==> src/rtl/pwm_duty_meter_pkg.sv <==
// Shared types and constants for the PWM duty meter and its pin-capture helpers.
package pwm_duty_meter_pkg;

    // Default counter width; the longest measurable period is 2^CNT_W-1 cycles.
    localparam int unsigned CntWDefault       = 16;
    // Default synchronizer depth on the asynchronous PWM pin.
    localparam int unsigned SyncStagesDefault = 2;
    // Saturation value of the default-width counter; doubles as the timeout mark.
    localparam logic [CntWDefault-1:0] CtrAllOnesDefault = '1;

    // StIdle: no reference rising edge yet. StMeasure: counting since the last rise.
    typedef enum logic {
        StIdle    = 1'b0,
        StMeasure = 1'b1
    } meas_state_e;

endpackage

==> src/rtl/pwm_edge_sync.sv <==
// Synchronizes an asynchronous pin and flags its rising/falling edges.
module pwm_edge_sync
    import pwm_duty_meter_pkg::*;
#(
    parameter int unsigned SYNC_STAGES = SyncStagesDefault
) (
    input  logic clk,
    input  logic reset_,
    input  logic pwm_in,
    output logic pwm_s,
    output logic rise,
    output logic fall
);

    logic [SYNC_STAGES-1:0] sync_q;
    logic                   pwm_d_q;

    // Shift the pin through the synchronizer and keep a one-cycle delayed copy.
    always_ff @(posedge clk) begin
        if (!reset_) begin
            sync_q  <= '0;
            pwm_d_q <= 1'b0;
        end else begin
            sync_q  <= {sync_q[SYNC_STAGES-2:0], pwm_in};
            pwm_d_q <= sync_q[SYNC_STAGES-1];
        end
    end

    // Edge strobes are one cycle wide and aligned to the synchronized level.
    always_comb begin
        pwm_s = sync_q[SYNC_STAGES-1];
        rise  = pwm_s & ~pwm_d_q;
        fall  = ~pwm_s & pwm_d_q;
    end

endmodule

==> src/rtl/pwm_duty_meter.sv <==
// Measures period and high time of a PWM waveform in clk cycles, with timeout detection.
module pwm_duty_meter
    import pwm_duty_meter_pkg::*;
#(
    parameter int unsigned CNT_W       = CntWDefault,
    parameter int unsigned SYNC_STAGES = SyncStagesDefault
) (
    input  logic             clk,
    input  logic             reset_,
    input  logic             en,
    input  logic             pwm_in,
    output logic [CNT_W-1:0] period_o,
    output logic [CNT_W-1:0] high_o,
    output logic             valid_o,
    output logic             stuck_o,
    output logic             level_o
);

    localparam logic [CNT_W-1:0] CtrAllOnes = {CNT_W{1'b1}};
    localparam logic [CNT_W-1:0] CtrOne     = {{(CNT_W-1){1'b0}}, 1'b1};

    logic pwm_s;
    logic rise;
    logic fall;

    meas_state_e      state_q, state_d;
    logic [CNT_W-1:0] ctr_q, ctr_d;
    logic [CNT_W-1:0] high_lat_q, high_lat_d;
    logic [CNT_W-1:0] period_q, period_d;
    logic [CNT_W-1:0] high_q, high_d;
    logic             valid_q, valid_d;
    logic             stuck_q, stuck_d;
    logic [CNT_W-1:0] ctr_inc;
    logic             timeout;

    pwm_edge_sync #(
        .SYNC_STAGES (SYNC_STAGES)
    ) u_edge_sync (
        .clk    (clk),
        .reset_ (reset_),
        .pwm_in (pwm_in),
        .pwm_s  (pwm_s),
        .rise   (rise),
        .fall   (fall)
    );

    // State, counter and published results.
    always_ff @(posedge clk) begin
        if (!reset_) begin
            state_q    <= StIdle;
            ctr_q      <= '0;
            high_lat_q <= '0;
            period_q   <= '0;
            high_q     <= '0;
            valid_q    <= 1'b0;
            stuck_q    <= 1'b0;
        end else begin
            state_q    <= state_d;
            ctr_q      <= ctr_d;
            high_lat_q <= high_lat_d;
            period_q   <= period_d;
            high_q     <= high_d;
            valid_q    <= valid_d;
            stuck_q    <= stuck_d;
        end
    end

    // Next-state: arm on first rise, publish on later rises, time out on a static line.
    always_comb begin
        state_d    = state_q;
        ctr_d      = ctr_q;
        high_lat_d = high_lat_q;
        period_d   = period_q;
        high_d     = high_q;
        stuck_d    = stuck_q;
        valid_d    = 1'b0;
        ctr_inc    = (ctr_q == CtrAllOnes) ? ctr_q : ctr_q + CtrOne;
        // A rise in the same cycle as saturation wins and yields a normal result.
        timeout    = (ctr_q == CtrAllOnes) && !rise;

        if (!en) begin
            state_d    = StIdle;
            ctr_d      = '0;
            high_lat_d = '0;
        end else begin
            ctr_d = ctr_inc;
            unique case (state_q)
                StIdle: begin
                    if (rise) begin
                        state_d = StMeasure;
                        ctr_d   = CtrOne;
                    end
                end
                StMeasure: begin
                    if (fall) begin
                        high_lat_d = ctr_q;
                    end
                    if (rise) begin
                        period_d = ctr_q;
                        high_d   = high_lat_q;
                        stuck_d  = 1'b0;
                        valid_d  = 1'b1;
                        ctr_d    = CtrOne;
                    end
                end
                default: state_d = StIdle;
            endcase

            if (timeout) begin
                period_d = CtrAllOnes;
                high_d   = pwm_s ? CtrAllOnes : '0;
                stuck_d  = 1'b1;
                valid_d  = 1'b1;
                ctr_d    = CtrOne;
                state_d  = StIdle;
            end
        end
    end

    // Outputs come straight from registers except the synchronized level.
    always_comb begin
        period_o = period_q;
        high_o   = high_q;
        valid_o  = valid_q;
        stuck_o  = stuck_q;
        level_o  = pwm_s;
    end

endmodule
==> config.mk <==
export PLATFORM = sky130hd
export DESIGN_NAME = pwm_duty_meter
export DESIGN_NICKNAME = d
export VERILOG_FILES = /design/src/rtl/pwm_duty_meter_pkg.sv /design/src/rtl/pwm_edge_sync.sv /design/src/rtl/pwm_duty_meter.sv
export SDC_FILE = /design/constraint.sdc
export NUM_CORES = 1
export LEC_CHECK = 0
export BUFFER_PORTS_ARGS = -buffer_cell sky130_fd_sc_hd__buf_2
export CAP_MARGIN = 20
export CORE_MARGIN = 3
export CORE_UTILIZATION = 56
export DETAILED_ROUTE_END_ITERATION = 8
export PLACE_DENSITY = 0.78
export SLEW_MARGIN = 30
export SYNTH_ARGS = -nofsm -noshare
export SYNTH_HDL_FRONTEND = slang
export SYNTH_SLANG_ARGS = --single-unit
==> constraint.sdc <==
create_clock -name clk -period 2 [get_ports clk]
set_input_delay 0.3 -clock clk [delete_from_list [all_inputs] [get_ports clk]]
set_output_delay 0.3 -clock clk [all_outputs]
set_load 0.02 [all_outputs]
==> results.json, run 1 <==
{
  "status": "finished, final reports clean",
  "comb_power_share_pct": 2.7,
  "ys_ff_latch": 70,
  "synth_area_um2": 2880,
  "path_clk_slew_ps": 70,
  "ir_drop_mv": 0.502,
  "fill_cells": 383,
  "dpl.cell_count": 433,
  "grt_pass1_vias": 2360,
  "cp.buffers_inverters": 0,
  "antenna_found_initial": 0,
  "cts-root-buf": "clkbuf_8",
  "die_area_um2": 6050,
  "async_flop_share_pct": 0,
  "cp_slowest_stage_delay_ps": 550,
  "fin_cells": 449,
  "clk_latency_ps": 340,
  "slew_headroom_pct": 57.0,
  "postCtsSetupRepairBufs": 0,
  "worst_slew_pin_slew_ps": 644,
  "tns_ps": 0,
  "seq_area_frac_synth_pct": 48.6,
  "hold_path_end": "u_edge_sync.sync_q[0]$_SDFF_PN0_",
  "synth_area_leader_cell": "dfxtp_1",
  "synthCells": 335,
  "num_rows": 25,
  "die_w_um": 77.8,
  "num_io_pins": 39,
  "dp_hpwl_um": 4680,
  "post-synth-top-count-cell": "dfxtp_1",
  "r2r-end": "ctr_q[9]$_SDFFE_PP0P_",
  "clock_skew_ps": 7.55,
  "ctsResizeCount": 0,
  "ys_top_cells_by_area": "dfxtp_1 49%, nor2_1 6.4%, a21oi_1 6.1%",
  "multi_input_area_um2": 1360,
  "crit_required_ps": 2270,
  "arrival_ps": 2050,
  "yosysTopAreaCellShare_pct": 48.6,
  "rsz0062_at_grt": "false",
  "totalWireLength_um": 6810,
  "hold_buffers": 0,
  "hp-class": "input pin to flop",
  "reg2reg_depth": 4,
  "critPathSlowestCell": "dfxtp_1",
  "crit_family": "simple AND/OR/NAND/NOR gates",
  "die_y_um": 77.8,
  "postRouteAntennaNets": 0,
  "nets": 382,
  "p_per_area_nw_per_um2": 809,
  "diodes": 0,
  "htree_levels": 3,
  "seq_area_um2": 1400,
  "r2r_setup_slack_ps": 230,
  "power_frac_seq_pct": 51.4,
  "core_um2": 4850,
  "firstDrtPassIters": 4,
  "synthFlopType": "dfxtp_1",
  "hold_violations": 0,
  "worstHoldPathCells": 2,
  "worstSetupEndpointType": "flop",
  "place_congestion": 0.906,
  "synth_edf_count": 0,
  "fin_crit_ps": 1770,
  "period_share_pct": 88.7,
  "power_frac_clock_pct": 45.9,
  "ys_warn_count": 0,
  "drtIter0Drc": 172,
  "max_freq_mhz": 563,
  "drv_cap": 0,
  "p_switching_w": 0.000580,
  "drc": 0,
  "synthTopCellsByCount": "70 x dfxtp_1, 49 x nor2_1, 43 x nand2_1",
  "vias": 2572,
  "io_buffers": 38,
  "setup_viol": 0,
  "area.growth.synth_to_final_pct": 17.1,
  "cts_inserted_buffers": 9,
  "clock_sinks": 70,
  "p_leak_nw": 1.34,
  "grt_max_degree": 24,
  "cp_max_fo": 8,
  "viasPerCell": 5.73,
  "yosys.cell_types.count": 41,
  "slew_viol_final": 0,
  "ctsLongestPathBuffers": 2,
  "synth_nets": 340,
  "grt-ovfl-total": 0,
  "wl_per_cell_um": 15.2,
  "r2r-start": "ctr_q[2]$_SDFFE_PP0P_",
  "drive_gt1_share_pct": 21.5,
  "switching_share_pct": 21.2,
  "p_int_w": 0.00215,
  "worstPathCellList": "nand3_1 > nor2_1 > or4b_1 > a21oi_1",
  "initial_utilization_pct": 59.5,
  "grt_usage_pct": 24.3,
  "synth_area_per_cell_um2": 8.61,
  "min_from": "pwm_in",
  "critPathKind": "flop to flop",
  "start_kind": "flop",
  "cts_tree": "done",
  "grt_pass1_wl_um": 11600
}
==> sequential cells by signal, indices dropped and copies added (netlist names) <==
register / count
state_q: 1
stuck_o: 1
period_o: 16
high_o: 16
valid_o: 1
u_edge_sync.pwm_d_q: 1
ctr_q: 16
u_edge_sync.sync_q: 2
high_lat_q: 16
==> final cells by class <==
type | count | share of cell area (%)
clock buffer | 10 | 4.08
clock inverter | 6 | 2.52
inverter | 3 | 0.333
multi-input combinational | 241 | 40.3
sequential | 70 | 41.5
tap | 67 | 2.48
timing repair buffer | 52 | 8.74
==> power by group through the flow <==
| stage | clock, W | sequential (W) | combinational, W |
|---|---|---|---|
| 2_1_floorplan | 0 | 0.00144 | 0.0000452 |
| 5_1_grt | 0.00133 | 0.00141 | 0.0000790 |
| 3_3_place_gp | 0 | 0.00144 | 0.0000713 |
| 6_report | 0.00126 | 0.00141 | 0.0000726 |
| 4_1_cts | 0.00127 | 0.00140 | 0.0000727 |
| 3_5_place_dp | 0 | 0.00144 | 0.0000718 |
==> layer usage <==
layer | wire (um) | vias to the layer above | GRT usage, %
li1 | - | 1264 | -
met1 | 2980 | 1223 | 31.8
met2 | 3320 | 76 | 39.3
met3 | 426 | 9 | 5.57
met4 | 84 | 0 | 8.90
met5 | 0 | - | 0
==> cell usage in the layout, fill, tap and decap left out, types with 4 or more instances in the layout <==
| master | instances |
|---|---|
| nor2_1 | 47 |
| nand2_1 | 43 |
| and2_1 | 4 |
| buf_2 | 38 |
| nand3_1 | 7 |
| a211oi_1 | 18 |
| nor3_1 | 22 |
| o21ai_0 | 20 |
| buf_4 | 14 |
| a21oi_1 | 35 |
| dfxtp_1 | 70 |
| clkbuf_8 | 10 |
==> cell families after synthesis <==
group / count (synthesis) / share of synthesized area (%)
and+or+nand+nor: 150 / 26.8
muxes: 2 / 0.694
xor gates and xnor gates: 4 / 1.22
DFF: 70 / 48.6
buffers and inverters: 24 / 4.30
adders and majority gates: 1 / 0.434
AOI/OAI and AO/OA: 84 / 18.0
==> worst max path at each step <==
stage,to,slack [ps],cells past startpoint,startpoint
2_1_floorplan,high_o[10]$_SDFFE_PN0P_,290,6,ctr_q[0]$_SDFFE_PP0P_
3_3_place_gp,high_o[9]$_SDFFE_PN0P_,290,5,ctr_q[11]$_SDFFE_PP0P_
3_5_place_dp,high_o[7]$_SDFFE_PN0P_,250,5,ctr_q[11]$_SDFFE_PP0P_
4_1_cts,high_o[4]$_SDFFE_PN0P_,220,6,ctr_q[0]$_SDFFE_PP0P_
5_1_grt,ctr_q[9]$_SDFFE_PP0P_,70,4,ctr_q[2]$_SDFFE_PP0P_
6_report,ctr_q[9]$_SDFFE_PP0P_,230,4,ctr_q[2]$_SDFFE_PP0P_
==> through the flow <==
stage / worst slack, ps / power (W) / hold slack, ps / instance area (um^2) / util, %
finish: 225 / 0.00273 / 170 / 3380 / 69.7
global route: 75.0 / 0.00282 / 176 / 3380 / 69.7
CTS: 222 / 0.00275 / 159 / 3370 / 69.6
detailed placement: 254 / 0.00151 / 447 / 3150 / 65.0
global placement: 294 / 0.00151 / 413 / 3150 / 65.0
floorplan: 293 / 0.00149 / 412 / 2880 / -
No activity file was read; power rests on OpenSTA's default activity.
==> run 2, diff against run 1 <==
--- a/config.mk
+++ b/config.mk
@@ -12,4 +12,5 @@
 export DETAILED_ROUTE_END_ITERATION = 8
 export PLACE_DENSITY = 0.78
+export REMOVE_ABC_BUFFERS = 1
 export SLEW_MARGIN = 30
 export SYNTH_ARGS = -nofsm -noshare
==> constraint.sdc (replaced) <==
create_clock -name clk -period 2 [get_ports clk]
set_input_delay 0.4 -clock clk [delete_from_list [all_inputs] [get_ports clk]]
set_output_delay 0.4 -clock clk [all_outputs]
set_load 0.02 [all_outputs]
==> run 2 against run 1 <==
  * Via count shrank 2.8%
  * Flip-flop and latch count unchanged
  * Utilization up 0.62 points
  * Clock-buffer cell count grew 1
  * Maximum frequency down 1.7%
  * Sequential power is essentially flat
  * Largest power group unchanged
  * Clock skew down 0.81 ps
  * Global-route usage shrank 0.92 points
  * Largest cell class unchanged
  * Critical path depth is 2 higher
  * Cell count up 0.22%
  * Clock power is 9.5% higher
==> results.json, run 2 (synthesized netlist as in run 1, its figures left out) <==
{
  "critPathKind": "flop to flop",
  "grt_max_degree": 20,
  "clock_sinks": 70,
  "cts_inserted_buffers": 9,
  "initial_utilization_pct": 59.5,
  "reg2reg_depth": 6,
  "drtIter0Drc": 189,
  "layout_common_cells": "70 x dfxtp_1, 48 x nor2_1, 43 x nand2_1, 38 x buf_2, 35 x a21oi_1",
  "slew_headroom_pct": 57.8,
  "cts_tree": "done",
  "fin_cells": 450,
  "drive_gt1_share_pct": 21.1,
  "area.growth.synth_to_final_pct": 18.2,
  "fill_cells": 411,
  "postCtsSetupRepairBufs": 0,
  "grt_pass1_vias": 2362,
  "ctsResizeCount": 0,
  "hold_slack_ps": 268,
  "totalWireLength_um": 6510,
  "postRouteAntennaNets": 0,
  "start_kind": "flop",
  "fin_crit_ps": 1810,
  "r2r-start": "ctr_q[0]$_SDFFE_PP0P_",
  "crit_start": "ctr_q[0]$_SDFFE_PP0P_",
  "tns_ps": 0,
  "vias": 2499,
  "nets": 383,
  "clock_skew_ps": 6.74,
  "status": "finished, final reports clean",
  "arrival_ps": 2060,
  "r2r_setup_slack_ps": 190,
  "core_um2": 4850,
  "viasPerCell": 5.55,
  "p_per_area_nw_per_um2": 838,
  "p_leak_nw": 1.36,
  "diodes": 0,
  "slew_viol_final": 0,
  "hold_buffers": 0,
  "die_w_um": 77.8,
  "htree_levels": 3,
  "hold_violations": 0,
  "wl_per_cell_um": 14.5,
  "dpl.cell_count": 434,
  "worst_slew_pin_slew_ps": 632,
  "final_common_cell": "dfxtp_1",
  "drc": 0,
  "dp_hpwl_um": 4390,
  "hp-class": "input pin to flop",
  "place_congestion": 0.930,
  "p_total_w": 0.00285,
  "io_buffers": 38,
  "cts-root-buf": "clkbuf_8",
  "grt_pass1_wl_um": 11200,
  "firstDrtPassIters": 4,
  "antenna_found_initial": 0,
  "ctsLongestPathBuffers": 2,
  "min_from": "pwm_in",
  "r2r-end": "valid_o$_SDFF_PP0_",
  "setup_viol": 0,
  "crit_path_end": "valid_o$_SDFF_PP0_",
  "num_rows": 25,
  "cp_max_fo": 18,
  "grt_usage_pct": 23.4,
  "rsz0062_at_grt": "false",
  "clk_latency_ps": 340,
  "die_y_um": 77.8,
  "grt-ovfl-total": 0,
  "path_clk_slew_ps": 70,
  "num_io_pins": 39,
  "max_freq_mhz": 554,
  "ir_drop_mv": 0.606,
  "worstSetupEndpointType": "flop",
  "crit_required_ps": 2260,
  "period_share_pct": 90.3,
  "drv_cap": 0,
  "die_area_um2": 6050
}
run 2: changes by cell type in the layout (fill, tap and decap cells not counted):
cell / previous run / this run
buf_4: 14 / 15
bufinv_16: 2 / 3
clkbuf_1: 0 / 1
clkinv_2: 2 / 0
clkinv_4: 0 / 1
clkinvlp_4: 2 / 1
nor2_1: 47 / 48
nor2_2: 2 / 1
run 2: layout make-up:
class                   instances  area, um^2  area share, %
repair buffers                 53         303           8.89
flip-flops and latches         70        1400           41.1
clock buffers                  11         141           4.15
inverters                       3        11.3          0.331
clock inverters                 5         106           3.12
multi-input cells             241        1360           39.9
well taps                      67        83.8           2.46
run 2: worst min-delay path by stage:
stage                                            end  slack, ps  cells past startpoint
floorplan           u_edge_sync.sync_q[1]$_SDFF_PN0_        410                      1
global placement    u_edge_sync.sync_q[1]$_SDFF_PN0_        440                      1
detailed placement  u_edge_sync.sync_q[1]$_SDFF_PN0_        440                      1
CTS                 u_edge_sync.sync_q[0]$_SDFF_PN0_        260                      2
global route        u_edge_sync.sync_q[0]$_SDFF_PN0_        260                      2
finish              u_edge_sync.sync_q[0]$_SDFF_PN0_        270                      2
run 2: power breakdown:
| group | switching, W | total (W) | leakage, nW | internal (W) |
|---|---|---|---|---|
| Clock | 0.000515 | 0.00138 | 0.120 | 0.000865 |
| Sequential | 0.00000695 | 0.00141 | 0.564 | 0.00140 |
| Combinational | 0.0000474 | 0.0000685 | 0.672 | 0.0000210 |
run 2: through the flow:
stage          util [%]  worst slack (ps)  area, um^2
2_1_floorplan         -              -235        2770
3_3_place_gp       65.2               238        3160
3_5_place_dp       65.2               228        3160
4_1_cts            70.3               193        3410
5_1_grt            70.3              60.5        3410
6_report           70.3               195        3410
run 2: metal layers:
metal	vias up	track usage, %	wire length (um)
met1	1167	29.3	2930
met3	14	4.64	273
li1	1261	-	-
met2	57	37.6	3160
met5	-	0	0
met4	0	13.2	141
run 2: worst max-delay path: stages, from the launching register on:
cell and delay (ps):
dfxtp_1 460, ha_1 260, nand4_4 200, nor3_4 220, buf_4 280, nand3_1 120
a21oi_1 180
==> run 3, diff against run 2 <==
--- a/config.mk
+++ b/config.mk
@@ -10,4 +10,5 @@
 export CORE_MARGIN = 3
 export CORE_UTILIZATION = 56
+export CTS_CLUSTER_SIZE = 14
 export DETAILED_ROUTE_END_ITERATION = 8
 export PLACE_DENSITY = 0.78
==> constraint.sdc (replaced) <==
create_clock -name clk -period 2 [get_ports clk]
set_input_delay 0.1 -clock clk [delete_from_list [all_inputs] [get_ports clk]]
set_output_delay 0.1 -clock clk [all_outputs]
set_load 0.02 [all_outputs]
==> run 3 against run 2 <==
  * First-iteration DRC count shrank 3.2%
  * Die area is the same
  * Register-to-register slack is essentially flat
  * Clock-buffer cell count shrank 1
  * Clock skew shrank 2.5 ps
  * Critical path depth is the same
  * Total power shrank 6.7%
  * Non-clock buffer count is the same
  * Highest routed layer unchanged
==> results.json, run 3 (synthesized netlist as in run 1, its figures left out) <==
{
  "status": "finished, final reports clean",
  "hp-class": "input pin to flop",
  "r2r-start": "ctr_q[0]$_SDFFE_PP0P_",
  "hold_buffers": 1,
  "diodes": 0,
  "cp_max_fo": 18,
  "crit_start": "ctr_q[0]$_SDFFE_PP0P_",
  "ctsResizeCount": 0,
  "grt_pass1_wl_um": 11500,
  "grt_usage_pct": 24.1,
  "clock_sinks": 70,
  "hold_violations": 0,
  "grt_pass1_vias": 2387,
  "max_freq_mhz": 556,
  "layout_common_cells": "70 x dfxtp_1, 48 x nor2_1, 43 x nand2_1, 38 x buf_2, 35 x a21oi_1",
  "arrival_ps": 2060,
  "place_congestion": 0.931,
  "setup_viol": 0,
  "rsz0062_at_grt": "false",
  "grt_max_degree": 24,
  "min_from": "en",
  "die_y_um": 77.8,
  "viasPerCell": 5.63,
  "p_leak_nw": 1.34,
  "postCtsSetupRepairBufs": 0,
  "drive_gt1_share_pct": 20.7,
  "ir_drop_mv": 0.530,
  "crit_required_ps": 2260,
  "p_per_area_nw_per_um2": 792,
  "critPathKind": "flop to flop",
  "drv_cap": 0,
  "num_io_pins": 39,
  "die_w_um": 77.8,
  "area.growth.synth_to_final_pct": 16.7,
  "io_buffers": 38,
  "num_rows": 25,
  "core_um2": 4850,
  "worst_slew_pin_slew_ps": 643,
  "start_kind": "flop",
  "dpl.cell_count": 433,
  "postRouteAntennaNets": 0,
  "worstHoldPathCells": 3,
  "drtIter0Drc": 183,
  "hold_path_end": "ctr_q[6]$_SDFFE_PP0P_",
  "clk_latency_ps": 340,
  "antenna_found_initial": 0,
  "cts_tree": "done",
  "slew_viol_final": 0,
  "cts_inserted_buffers": 9,
  "ctsLongestPathBuffers": 2,
  "clock_skew_ps": 4.20,
  "nets": 383,
  "dp_hpwl_um": 4460,
  "worstSetupEndpointType": "flop",
  "initial_utilization_pct": 59.5,
  "p_total_w": 0.00266,
  "period_share_pct": 89.9,
  "vias": 2530,
  "totalWireLength_um": 6660,
  "r2r-end": "valid_o$_SDFF_PP0_",
  "firstDrtPassIters": 4,
  "path_clk_slew_ps": 70,
  "final_common_cell": "dfxtp_1",
  "fin_crit_ps": 1800,
  "drc": 0,
  "reg2reg_depth": 6,
  "wl_per_cell_um": 14.8,
  "r2r_setup_slack_ps": 200,
  "slew_headroom_pct": 57.1,
  "grt-ovfl-total": 0,
  "fin_cells": 449,
  "die_area_um2": 6050,
  "cts-root-buf": "clkbuf_8",
  "htree_levels": 3
}
==> run 3: cell count changes in the layout (fill, tap and decap cells not counted), sizes merged <==
cell and change:
buf -1, clkbuf -1, clkinvlp -1, dlygate4sd3 +1, bufinv -1, clkinv +2
==> run 3: worst max path at each step <==
stage | to | slack (ps) | cells past startpoint
after global routing | high_o[10]$_SDFFE_PN0P_ | 100 | 6
after detailed placement | high_o[10]$_SDFFE_PN0P_ | 220 | 6
after CTS | valid_o$_SDFF_PP0_ | 220 | 6
after floorplan | high_o[5]$_SDFFE_PN0P_ | -230 | 4
after global placement | valid_o$_SDFF_PP0_ | 240 | 6
final | valid_o$_SDFF_PP0_ | 200 | 6
==> run 3: layout make-up <==
type | count | area [um^2]
inverters | 3 | 11.3
fillers | 409 | 1480
repair buffers | 53 | 305
clock buffers | 10 | 128
well taps | 67 | 83.8
flip-flops and latches | 70 | 1400
multi-input cells | 241 | 1360
clock inverters | 5 | 75.1
==> run 3: power by group <==
group          internal (W)  switching [W]  total [W]
logic             0.0000208      0.0000466  0.0000675
clock network      0.000689       0.000499    0.00119
registers           0.00140     0.00000764    0.00141
==> run 3: through the flow <==
| stage | hold WS [ps] | util (%) | setup WS, ps | setup TNS (ps) | instance area, um^2 |
|---|---|---|---|---|---|
| global placement | 309 | 65.0 | 241 | 0 | 3150 |
| detailed placement | 309 | 65.0 | 222 | 0 | 3150 |
| finish | 140 | 69.4 | 202 | 0 | 3360 |
| global route | 135 | 69.4 | 96.9 | 0 | 3360 |
| CTS | 122 | 69.4 | 217 | 0 | 3360 |
| floorplan | 222 | - | -235 | -5790 | 2770 |
==> run 3: worst max-delay path, cell delays in order, from the launching register on <==
cell and delay (ps):
dfxtp_1 470, ha_1 260, nand4_4 200, nor3_4 220, buf_4 280, nand3_1 120
a21oi_1 170
==> run 3: layer usage <==
| layer | part of all wire [%] | track usage, % |
|---|---|---|
| met2 | 49 | 39.4 |
| met4 | 1.6 | 8.36 |
| met3 | 5.2 | 7.66 |
| met5 | 0 | 0 |
| met1 | 45 | 29.8 |
